### config.mk
export PLATFORM = sky130hd
export DESIGN_NAME = fiber_access
export DESIGN_NICKNAME = d
export VERILOG_FILES = /design/src/rtl/fiber_access_pkg.sv /design/src/rtl/fiber_read_scanner.sv /design/src/rtl/fiber_access.sv
export SDC_FILE = /design/constraint.sdc
export NUM_CORES = 1
export LEC_CHECK = 0
export CAP_MARGIN = 20
export CORE_ASPECT_RATIO = 0.7
export CORE_MARGIN = 2
export CORE_UTILIZATION = 45
export DETAILED_ROUTE_END_ITERATION = 10
export GPL_TIMING_DRIVEN = 0
export PLACE_DENSITY = 0.75
export SLEW_MARGIN = 20
export SYNTH_ARGS = -nofsm -noshare
export SYNTH_HDL_FRONTEND = slang
export SYNTH_HIERARCHICAL = 1
export SYNTH_SLANG_ARGS = --single-unit
### constraint.sdc
create_clock -name clk -period 6.6 [get_ports clk]
set_input_delay 0.99 -clock clk [delete_from_list [all_inputs] [get_ports clk]]
set_output_delay 0.99 -clock clk [all_outputs]
set_load 0.03 [all_outputs]
### src/rtl/fiber_access_pkg.sv
// fiber_access_pkg: shared widths, token encodings, memory map and token
// helpers for the fiber_access storage block.
//   Tokens are TOK_W bits. Bit 16 clear marks a data token with the payload
//   in [15:0]. Bit 16 set marks a control token: 0x1000n is stop Sn and
//   0x10100 is DONE.
package fiber_access_pkg;

   localparam int DATA_W     = 16;
   localparam int TOK_W      = DATA_W + 1;
   localparam int MEM_ADDR_W = 9;
   localparam int MEM_DATA_W = 64;

   localparam logic [MEM_ADDR_W-1:0] SEG_BASE = 9'd0;
   localparam logic [MEM_ADDR_W-1:0] CRD_BASE = 9'd256;

   localparam logic [TOK_W-1:0] STOP_TOK = 17'h10000;
   localparam logic [TOK_W-1:0] DONE_TOK = 17'h10100;

   typedef enum logic [0:0] {
      PH_WRITE,
      PH_READ
   } phase_t;

   typedef enum logic [2:0] {
      RS_IDLE,
      RS_SEG_LO,
      RS_SEG_HI,
      RS_EMIT,
      RS_LOAD,
      RS_PEEK,
      RS_TOKEN,
      RS_DONE_WAIT
   } rs_state_t;

   function automatic logic is_data(input logic [TOK_W-1:0] t);
      return !t[TOK_W-1];
   endfunction

   function automatic logic is_stop(input logic [TOK_W-1:0] t);
      return t[TOK_W-1] && (t[15:4] == 12'h000);
   endfunction

   function automatic logic is_done(input logic [TOK_W-1:0] t);
      return t == DONE_TOK;
   endfunction

   function automatic logic [3:0] stop_level(input logic [TOK_W-1:0] t);
      return t[3:0];
   endfunction

   // Stop one level above the given stop; S15 is the deepest level and
   // saturates there.
   function automatic logic [TOK_W-1:0] next_stop(input logic [TOK_W-1:0] t);
      logic [3:0]       lvl;
      logic [TOK_W-1:0] r;
      lvl    = stop_level(t);
      r      = STOP_TOK;
      r[3:0] = (lvl == 4'hF) ? 4'hF : lvl + 4'd1;
      return r;
   endfunction

endpackage

### src/rtl/fiber_read_scanner.sv
// fiber_read_scanner: read-phase FSM. For each upstream fiber position p
// it reads seg[p] and seg[p+1], then streams crd[seg[p]] .. crd[seg[p+1]-1]
// as coordinate tokens with their absolute crd index as position tokens,
// followed by the stop/DONE structure derived from the upstream stream.
//   clk, rst, en      : clock, sync reset, global advance enable
//   active            : tile is in the read phase
//   us_pos_in*        : upstream position stream (ready is raw, gated in top)
//   coord_* / pos_*   : paired output streams (valids raw, gated in top)
//   rd_addr, rd_en    : SRAM read request; rd_data is valid one cycle later
//   tile_done         : pulses once DONE has been accepted on both outputs
module fiber_read_scanner
   import fiber_access_pkg::*;
(
   input  logic                  clk,
   input  logic                  rst,
   input  logic                  en,
   input  logic                  active,
   input  logic [TOK_W-1:0]      us_pos_in,
   input  logic                  us_pos_in_valid,
   output logic                  us_pos_in_ready,
   output logic [TOK_W-1:0]      coord_out,
   output logic                  coord_out_valid,
   input  logic                  coord_out_ready,
   output logic [TOK_W-1:0]      pos_out,
   output logic                  pos_out_valid,
   input  logic                  pos_out_ready,
   output logic [MEM_ADDR_W-1:0] rd_addr,
   output logic                  rd_en,
   input  logic [DATA_W-1:0]     rd_data,
   output logic                  tile_done
);

   rs_state_t         state_q, state_d;
   logic              c_vld_q, p_vld_q;
   logic [TOK_W-1:0]  coord_q, pos_q;
   logic [7:0]        p_q;
   logic [TOK_W-1:0]  tok_q;
   logic [DATA_W-1:0] idx_q, hi_q;

   logic              slots_free;
   logic              load;
   logic [TOK_W-1:0]  load_tok, load_pos;

   assign slots_free      = !c_vld_q && !p_vld_q;
   assign coord_out       = coord_q;
   assign pos_out         = pos_q;
   assign coord_out_valid = c_vld_q;
   assign pos_out_valid   = p_vld_q;

   always_comb begin
      state_d         = state_q;
      us_pos_in_ready = 1'b0;
      rd_en           = 1'b0;
      rd_addr         = SEG_BASE;
      load            = 1'b0;
      load_tok        = '0;
      load_pos        = '0;
      tile_done       = 1'b0;
      case (state_q)
         RS_IDLE: begin
            us_pos_in_ready = active;
            if (active && us_pos_in_valid) begin
               if (is_data(us_pos_in)) begin
                  rd_en   = 1'b1;
                  rd_addr = SEG_BASE + {1'b0, us_pos_in[7:0]};
                  state_d = RS_SEG_LO;
               end else begin
                  state_d = RS_TOKEN;
               end
            end
         end
         RS_SEG_LO: begin
            rd_en   = 1'b1;
            rd_addr = SEG_BASE + {1'b0, p_q} + 9'd1;
            state_d = RS_SEG_HI;
         end
         RS_SEG_HI: state_d = RS_EMIT;
         RS_EMIT: begin
            if (idx_q >= hi_q) begin
               state_d = RS_PEEK;
            end else if (slots_free) begin
               // Only fetch once both output slots are empty, so the word
               // arriving next cycle always has a free place to land.
               rd_en   = 1'b1;
               rd_addr = CRD_BASE + {1'b0, idx_q[7:0]};
               state_d = RS_LOAD;
            end
         end
         RS_LOAD: begin
            load     = 1'b1;
            load_tok = {1'b0, rd_data};
            load_pos = {1'b0, idx_q};
            state_d  = RS_EMIT;
         end
         RS_PEEK: begin
            // Fiber finished: a stop upstream is absorbed and promoted one
            // level; data or DONE is left in place and closes with S0.
            if (slots_free && us_pos_in_valid) begin
               load = 1'b1;
               if (is_stop(us_pos_in)) begin
                  us_pos_in_ready = 1'b1;
                  load_tok        = next_stop(us_pos_in);
               end else begin
                  load_tok = STOP_TOK;
               end
               load_pos = load_tok;
               state_d  = RS_IDLE;
            end
         end
         RS_TOKEN: begin
            if (slots_free) begin
               load = 1'b1;
               if (is_done(tok_q)) begin
                  load_tok = DONE_TOK;
                  state_d  = RS_DONE_WAIT;
               end else begin
                  load_tok = next_stop(tok_q);
                  state_d  = RS_IDLE;
               end
               load_pos = load_tok;
            end
         end
         RS_DONE_WAIT: begin
            if (slots_free) begin
               tile_done = 1'b1;
               state_d   = RS_IDLE;
            end
         end
         default: state_d = RS_IDLE;
      endcase
   end

   always_ff @(posedge clk) begin
      if (rst) begin
         state_q <= RS_IDLE;
         c_vld_q <= 1'b0;
         p_vld_q <= 1'b0;
      end else if (en) begin
         state_q <= state_d;
         if (c_vld_q && coord_out_ready) c_vld_q <= 1'b0;
         if (p_vld_q && pos_out_ready)   p_vld_q <= 1'b0;
         if (load) begin
            c_vld_q <= 1'b1;
            p_vld_q <= 1'b1;
         end
      end
   end

   always_ff @(posedge clk) begin
      if (en) begin
         if (load) begin
            coord_q <= load_tok;
            pos_q   <= load_pos;
         end
         if (state_q == RS_IDLE && us_pos_in_valid && us_pos_in_ready) begin
            p_q   <= us_pos_in[7:0];
            tok_q <= us_pos_in;
         end
         // seg[0] is always 0 and is never stored in the SRAM.
         if (state_q == RS_SEG_LO) idx_q <= (p_q == 8'd0) ? '0 : rd_data;
         if (state_q == RS_SEG_HI) hi_q  <= rd_data;
         if (state_q == RS_LOAD)   idx_q <= idx_q + 16'd1;
      end
   end

endmodule

### src/rtl/fiber_access.sv
// fiber_access: sparse-tensor fiber storage. In the write phase a
// compressed coordinate stream is captured into an external single-port
// SRAM as a segment array (SEG_BASE..) plus coordinate array (CRD_BASE..).
// After DONE the read scanner serves upstream fiber positions until it has
// emitted DONE, then the tile is freed for the next write.
//   clk, rst_n (active-high sync reset), clk_en, flush, tile_en
//   data_in*        : write coordinate stream
//   us_pos_in*      : upstream fiber positions
//   coord_out*      : coordinate tokens
//   pos_out*        : crd-array position tokens
//   *_to_mem, data_from_mem : SRAM port, 1-cycle read latency
module fiber_access
   import fiber_access_pkg::*;
(
   input  logic                  clk,
   input  logic                  rst_n,
   input  logic                  clk_en,
   input  logic                  flush,
   input  logic                  tile_en,
   input  logic [TOK_W-1:0]      data_in,
   input  logic                  data_in_valid,
   output logic                  data_in_ready,
   input  logic [TOK_W-1:0]      us_pos_in,
   input  logic                  us_pos_in_valid,
   output logic                  us_pos_in_ready,
   output logic [TOK_W-1:0]      coord_out,
   output logic                  coord_out_valid,
   input  logic                  coord_out_ready,
   output logic [TOK_W-1:0]      pos_out,
   output logic                  pos_out_valid,
   input  logic                  pos_out_ready,
   output logic [MEM_ADDR_W-1:0] addr_to_mem,
   output logic [MEM_DATA_W-1:0] data_to_mem,
   output logic                  wen_to_mem,
   output logic                  ren_to_mem,
   input  logic [MEM_DATA_W-1:0] data_from_mem
);

   logic hold, go;
   // rst_n is active-high; flush has the same effect.
   assign hold = rst_n | flush;
   // Every handshake and state change is qualified by go, so clk_en=0 or
   // tile_en=0 freezes the block and hides all valids/readies.
   assign go   = clk_en & tile_en & ~hold;

   phase_t            phase;
   logic [8:0]        cnt;
   logic [7:0]        seg_cnt;
   logic              wr_pend;
   logic [MEM_ADDR_W-1:0] wr_addr;
   logic [DATA_W-1:0] wr_data;

   logic              in_acc;
   logic              sc_us_ready, sc_c_vld, sc_p_vld, sc_rd_en, tile_done;
   logic [MEM_ADDR_W-1:0] sc_rd_addr;
   logic              unused_mem_hi;

   assign unused_mem_hi = ^data_from_mem[MEM_DATA_W-1:DATA_W];

   // Write side accepts one token per write: while a write is pending the
   // port is busy, so ready drops for that cycle.
   assign data_in_ready = go && (phase == PH_WRITE) && !wr_pend;
   assign in_acc        = data_in_valid && data_in_ready;

   always_ff @(posedge clk) begin
      if (hold) begin
         phase   <= PH_WRITE;
         cnt     <= '0;
         seg_cnt <= '0;
         wr_pend <= 1'b0;
      end else if (go) begin
         if (wr_pend) wr_pend <= 1'b0;
         if (tile_done) begin
            phase   <= PH_WRITE;
            cnt     <= '0;
            seg_cnt <= '0;
         end
         if (in_acc) begin
            if (is_data(data_in)) begin
               // Past 256 coordinates the token is swallowed without a write.
               if (!cnt[8]) begin
                  wr_pend <= 1'b1;
                  cnt     <= cnt + 9'd1;
               end
            end else if (is_stop(data_in)) begin
               if (seg_cnt != 8'd255) begin
                  wr_pend <= 1'b1;
                  seg_cnt <= seg_cnt + 8'd1;
               end
            end else if (is_done(data_in)) begin
               phase <= PH_READ;
            end
         end
      end
   end

   always_ff @(posedge clk) begin
      if (go && in_acc) begin
         if (is_data(data_in)) begin
            wr_addr <= CRD_BASE + {1'b0, cnt[7:0]};
            wr_data <= data_in[DATA_W-1:0];
         end else begin
            wr_addr <= SEG_BASE + {1'b0, seg_cnt + 8'd1};
            wr_data <= {7'd0, cnt};
         end
      end
   end

   fiber_read_scanner u_scan (
      .clk             (clk),
      .rst             (hold),
      .en              (go),
      .active          (phase == PH_READ),
      .us_pos_in       (us_pos_in),
      .us_pos_in_valid (us_pos_in_valid),
      .us_pos_in_ready (sc_us_ready),
      .coord_out       (coord_out),
      .coord_out_valid (sc_c_vld),
      .coord_out_ready (coord_out_ready),
      .pos_out         (pos_out),
      .pos_out_valid   (sc_p_vld),
      .pos_out_ready   (pos_out_ready),
      .rd_addr         (sc_rd_addr),
      .rd_en           (sc_rd_en),
      .rd_data         (data_from_mem[DATA_W-1:0]),
      .tile_done       (tile_done)
   );

   assign us_pos_in_ready = sc_us_ready & go;
   assign coord_out_valid = sc_c_vld & go;
   assign pos_out_valid   = sc_p_vld & go;

   // Writes only happen in the write phase and reads only in the read
   // phase, so the two enables are exclusive by construction.
   assign wen_to_mem  = wr_pend & go;
   assign ren_to_mem  = sc_rd_en & go;
   assign addr_to_mem = wr_pend ? wr_addr : sc_rd_addr;
   assign data_to_mem = {{(MEM_DATA_W-DATA_W){1'b0}}, wr_data};

endmodule

==> results of run 1 <==
path summary, 6_finish.rpt:
kind / from / to / slack, ps / depth (start not counted)
hold reg to reg: seg_cnt[7] / seg_cnt[7] / 510 / 1
setup reg to reg: u_scan/pos_out_valid / u_scan/tok_q[13] / 3630 / 7
setup / recovery: u_scan/idx_q[13] / addr_to_mem[1] / 1760 / 9
hold / removal: seg_cnt[7] / seg_cnt[7] / 510 / 1
cells by family after synthesis:
logic type / share of synthesized area, %
and+or+nand+nor: 18.6
xor gates and xnor gates: 3.22
other: 0.0530
buffers and inverters: 8.27
muxes: 3.46
DFF: 52.2
AOI/OAI and AO/OA: 10.3
adders and majority gates: 3.89
stage by stage:
stage	setup slack (ps)	hold WS, ps
finish	1760	514
global route	1510	538
CTS	1760	515
detailed placement	2020	498
global placement	2030	487
floorplan	3300	469
state kept, by name, summed over array words and instances (netlist names):
| register | cells |
|---|---|
| u_scan/coord_out | 17 |
| u_scan/hi_q | 16 |
| u_scan/idx_q | 16 |
| u_scan/pos_out | 16 |
| wr_data | 16 |
| u_scan/tok_q | 10 |
| cnt | 9 |
| wr_addr | 9 |
| seg_cnt | 8 |
| u_scan/p_q | 7 |
| u_scan/state_q | 3 |
| phase | 1 |
| u_scan/coord_out_valid | 1 |
| u_scan/pos_out_valid | 1 |
| wr_pend | 1 |
layout make-up:
class	count	area share [%]
plain buffers	72	5.18
clock buffers	19	4.67
clock inverters	13	0.958
inverters	28	1.13
multi-input cells	466	32.2
flip-flops and latches	131	39.8
well taps	200	2.70
repair buffers	124	13.4
power by group:
part | switching (mW) | internal (mW) | total (mW) | leakage (nW)
Sequential | 0.000645 | 0.892 | 0.892 | 1.17
Clock | 0.359 | 0.477 | 0.836 | 0.248
Combinational | 0.0805 | 0.0653 | 0.146 | 2.23
metal layers:
metal	wire (µm)	track usage (%)	vias to the layer above	share of wire (%)
li1	-	-	2680	-
met1	8920	34.2	2702	48
met2	7790	31.2	265	42
met3	1590	5.09	14	8.6
met4	138	5.61	0	0.75
met5	0	0	-	0
critical path: cells and delay by family, from the launching register on:
| family | cells | cell delay [ps] |
|---|---|---|
| flops | 1 | 480 |
| buf+inv | 2 | 680 |
| mux | 1 | 280 |
| compound gates | 1 | 490 |
| simple gates | 4 | 1150 |
| fa+ha+maj | 1 | 350 |
cells in the final DEF, fill, tap and decap left out, types with 23 or more instances in the layout:
| cell type | n |
|---|---|
| edfxtp_1 | 107 |
| clkdlybuf4s50_1 | 123 |
| nand3_1 | 23 |
| buf_4 | 51 |
| a21oi_1 | 31 |
| dfxtp_1 | 24 |
| nand2_1 | 65 |
| inv_1 | 26 |
| and3_1 | 29 |
| conb_1 | 48 |
| nor2_1 | 41 |
==> results.toml, run 1 <==
[global_route]
antenna_found_initial = 0
grtUsageTotal_pct = 22.2
overflow = 0
grt_pass1_vias = 5065
grt_pass1_wl_um = 28100
grt_max_degree = 34

[floorplanning]
die-area_um2 = 16800
io_pins = 220
die_w_um = 154
fp.coreArea_um2 = 15500
start_util_pct = 45.8
fp.dieH_um = 109
fp-row-count = 38

[routing]
drt_pass1_iterations = 5
drtIter0Drc = 546
drt.antenna.violating_nets = 0
dr_total_vias = 5661
finalWirelength_um = 18400
drt-wirelength-per-cell_um = 17.5
via_per_inst = 5.38
drc_errors = 0

[critical_path]
cpPeakStageDelay_ps = 590
crit_arrival_ps = 3850
endpoint_kind = "primary output"
critPathKind = "reg2out"
worstPathRequired_ps = 5610
cp_max_fo = 10
cp_cell_sequence = "ha_1 > nand4_1 > nor3_1 > nor4b_4 > nor4_4 > a222oi_1 > inv_1 > mux2_2 > clkdlybuf4s50_1"
slowest_stage = "clkdlybuf4s50_1"
cp-start-kind = "register"

[final_layout]
multi_input_area_um2 = 2980
antennaDiodeCount = 0
drive_above_1_share_pct = 14.9
regArea_um2 = 3690
stdcell_count = 1053
synthToLayoutAreaGrowth_pct = 31.0
design_area_um2 = 9280
final_core_util_pct = 60.0
fillCellCount = 1288
fin_nets = 969

[logic_synthesis]
yosysWarningCount = 6
yosys.area.top_type = "edfxtp_1"
syn_inst = 650
syn_area_um2 = 7080
synth_most_common_cell = "edfxtp_1"
ys_top_cells_by_count = "edfxtp_1 (107), nand2_1 (65), buf_4 (51)"
async_reset_ff_share_pct = 0
ys.flop_type = "edfxtp_1"
netlist.area_leader.share_pct = 45.4
synth_area_leaders = "edfxtp_1 (45%), dfxtp_1 (6.8%), buf_4 (5.4%)"
ys_types = 75
avgSynthCellArea_um2 = 10.9
ys_seq_area_share_pct = 52.2
synth-seq-cells = 131
synth_edf_count = 107

[place]
place_inst = 1021
gp_congestion = 0.878
dpl.hpwl_um = 13500
placed_area_um2 = 8750
port-buffer-count = 123

[clock_network]
cts_buffer_depth = 2
cts_resized = 0
cts_root_buf = "clkbuf_16"
clock_latency_ps = 420
h-tree-depth = 4
post_cts_buffers = 0
cts.sinks = 131
clk_pin_slew_worst_paths_ps = 60
numCtsBuffers = 17
tritoncts = "yes"
cts_hold_buf = 0

[timing]
fmax_ghz = 0.207
tightest_slew_ps = 1010
slew_viol_final = 0
finalSetupViolations = 0
skew_ps = 8.93
final-hold-violation-count = 0
slew_headroom_pct = 32.2
finalCritPeriodShare_pct = 73.4
rsz0062_at_grt = "no"
fin_crit_ps = 4840
setup_tns_ps = 0

[power]
p_per_area_nw_per_um2 = 202
leakage_nw = 3.65
ir_drop_mv = 0.143
total_power_mw = 1.87

[job]
maxCapViolations = 0

[min_path]
hold_class = "reg2reg"

[status]
status = "finished, final reports clean"
Power figures use the tool's default switching activity.
==> run 2, diff against run 1 <==
--- a/config.mk
+++ b/config.mk
@@ -8,7 +8,7 @@
 export CAP_MARGIN = 20
 export CORE_ASPECT_RATIO = 0.7
 export CORE_MARGIN = 2
-export CORE_UTILIZATION = 45
+export CORE_UTILIZATION = 43
 export DETAILED_ROUTE_END_ITERATION = 10
 export GPL_TIMING_DRIVEN = 0
 export PLACE_DENSITY = 0.75
==> constraint.sdc (replaced) <==
create_clock -name clk -period 4.42 [get_ports clk]
set_input_delay 0.663 -clock clk [delete_from_list [all_inputs] [get_ports clk]]
set_output_delay 0.663 -clock clk [all_outputs]
set_load 0.03 [all_outputs]
==> run 2 against run 1 <==
Effect of this change:
- register-to-register slack worse by 2200 ps
- worst setup slack worse by 1600 ps
- largest power group is now clock
- cell area is 1.1% higher
==> results.toml, run 2 (synthesis results as in run 1) <==
[global_route]
grt_max_degree = 34
grt_pass1_vias = 5083
overflow = 0
grt_pass1_wl_um = 28300
antenna_found_initial = 0
grtUsageTotal_pct = 21.4

[critical_path]
r2r-end = "u_scan/tok_q[11]"
worstPathRequired_ps = 3760
reg2reg_depth = 7
reg2reg_slack_ps = 1460
crit_arrival_ps = 3570
cp_max_fo = 5
endpoint_kind = "primary output"
r2r-start = "u_scan/pos_out_valid"
cp-start-kind = "register"
critPathKind = "reg2out"

[power]
ir_drop_mv = 0.246
p_per_area_nw_per_um2 = 310
leakage_nw = 3.69
total_power_mw = 2.91

[final_layout]
fin_nets = 972
design_area_um2 = 9380
synthToLayoutAreaGrowth_pct = 32.4
antennaDiodeCount = 0
largest_reg_flops = 17
drive_above_1_share_pct = 15.6
final_cell_mix = "clkdlybuf4s50_1 (123), edfxtp_1 (107), nand2_1 (65)"
mostFrequentLayoutCell = "clkdlybuf4s50_1"

[clock_network]
cts.sinks = 131
clk_pin_slew_worst_paths_ps = 60
h-tree-depth = 4
clock_latency_ps = 430
cts_root_buf = "clkbuf_16"
cts_buffer_depth = 2
numCtsBuffers = 17
tritoncts = "yes"

[min_path]
hold_path.startpoint = "seg_cnt[7]"
hold_class = "reg2reg"
min_path_cells = 1
min_to = "seg_cnt[7]"

[place]
gp_congestion = 0.893
port-buffer-count = 123
placed_area_um2 = 8790
dpl.hpwl_um = 13500
dp_slack_ps = 359

[timing]
final-hold-violation-count = 0
slew_viol_final = 0
setup_tns_ps = 0
fin_crit_ps = 4230
rsz0062_at_grt = "no"
finalCritPeriodShare_pct = 95.7
slew_headroom_pct = 37.7
skew_ps = 10.8
timing.final.ws_setup_ps = 191
finalSetupViolations = 0
fmax_ghz = 0.236
tightest_slew_ps = 927

[floorplanning]
fp.dieH_um = 111
fp.coreArea_um2 = 16200
io_pins = 220
fp-row-count = 39
start_util_pct = 43.7
die_w_um = 157
die-area_um2 = 17500

[routing]
drt-wirelength-per-cell_um = 16.9
via_per_inst = 5.23
drt_pass1_iterations = 5
dr_total_vias = 5643
drc_errors = 0
drtIter0Drc = 595
drt.antenna.violating_nets = 0
finalWirelength_um = 18200

[status]
status = "finished, final reports clean"

[job]
maxCapViolations = 0
-- run 2: final cells by class --
type,count,area [µm²]
Buffer,72,480
Clock inverter,13,136
Fill cell,1376,6820
Multi-Input combinational cell,466,2990
Tap cell,225,282
Clock buffer,18,429
Sequential cell,131,3690
Inverter,28,105
Timing Repair Buffer,127,1260
-- run 2: power by group --
group | internal, mW | switching, mW | total (mW)
Sequential | 1.33 | 0.00104 | 1.33
Clock | 0.824 | 0.533 | 1.36
Combinational | 0.0974 | 0.119 | 0.217
-- run 2: metrics by stage --
stage	hold WS, ps	util (%)	cells
detailed placement	491	54.2	1046
floorplan	469	-	697
global placement	493	54.1	1045
global route	530	57.9	1080
CTS	502	57.9	1080
finish	504	57.9	1080
-- run 2: per-layer routing --
layer	up-vias	share of wire (%)	track usage [%]
met5	-	0	0
met4	0	1.0	5.76
met3	14	11	6.50
met2	292	41	28.1
met1	2649	47	33.7
li1	2688	-	-
-- run 2: worst max path at each step --
stage,from,endpoint,slack (ps),cells past startpoint
2_1_floorplan,u_scan/idx_q[0],addr_to_mem[1],1450,9
3_5_place_dp,u_scan/idx_q[0],addr_to_mem[1],360,10
4_1_cts,u_scan/idx_q[13],addr_to_mem[1],100,9
6_report,u_scan/idx_q[13],addr_to_mem[1],190,9
5_1_grt,u_scan/idx_q[13],addr_to_mem[1],8,9
3_3_place_gp,u_scan/idx_q[0],addr_to_mem[1],380,10
-- run 2: timing repair --
item / CTS / global route
hold buffers: 0 / 0
gates resized for setup: 0 / 1
buffers inserted: 3 / 0
endpoints found under the setup margin: 6 / 7
pin swaps: 1 / 0
-- run 2: worst max-delay path: stages (launching register included) --
cell,delay (ps)
edfxtp_1,480
ha_1,340
nand4_1,180
nor3_2,270
nor4b_4,360
nor4_4,100
a222oi_1,440
inv_1,100
mux2_2,280
clkdlybuf4s50_1,590
==> run 3, diff against run 2 <==
--- a/config.mk
+++ b/config.mk
@@ -9,6 +9,7 @@
 export CORE_ASPECT_RATIO = 0.7
 export CORE_MARGIN = 2
 export CORE_UTILIZATION = 43
+export CTS_CLUSTER_DIAMETER = 200
 export DETAILED_ROUTE_END_ITERATION = 10
 export GPL_TIMING_DRIVEN = 0
 export PLACE_DENSITY = 0.75
==> results of run 3 <==
Final layout, timing and power as in run 2 (identical DEF).
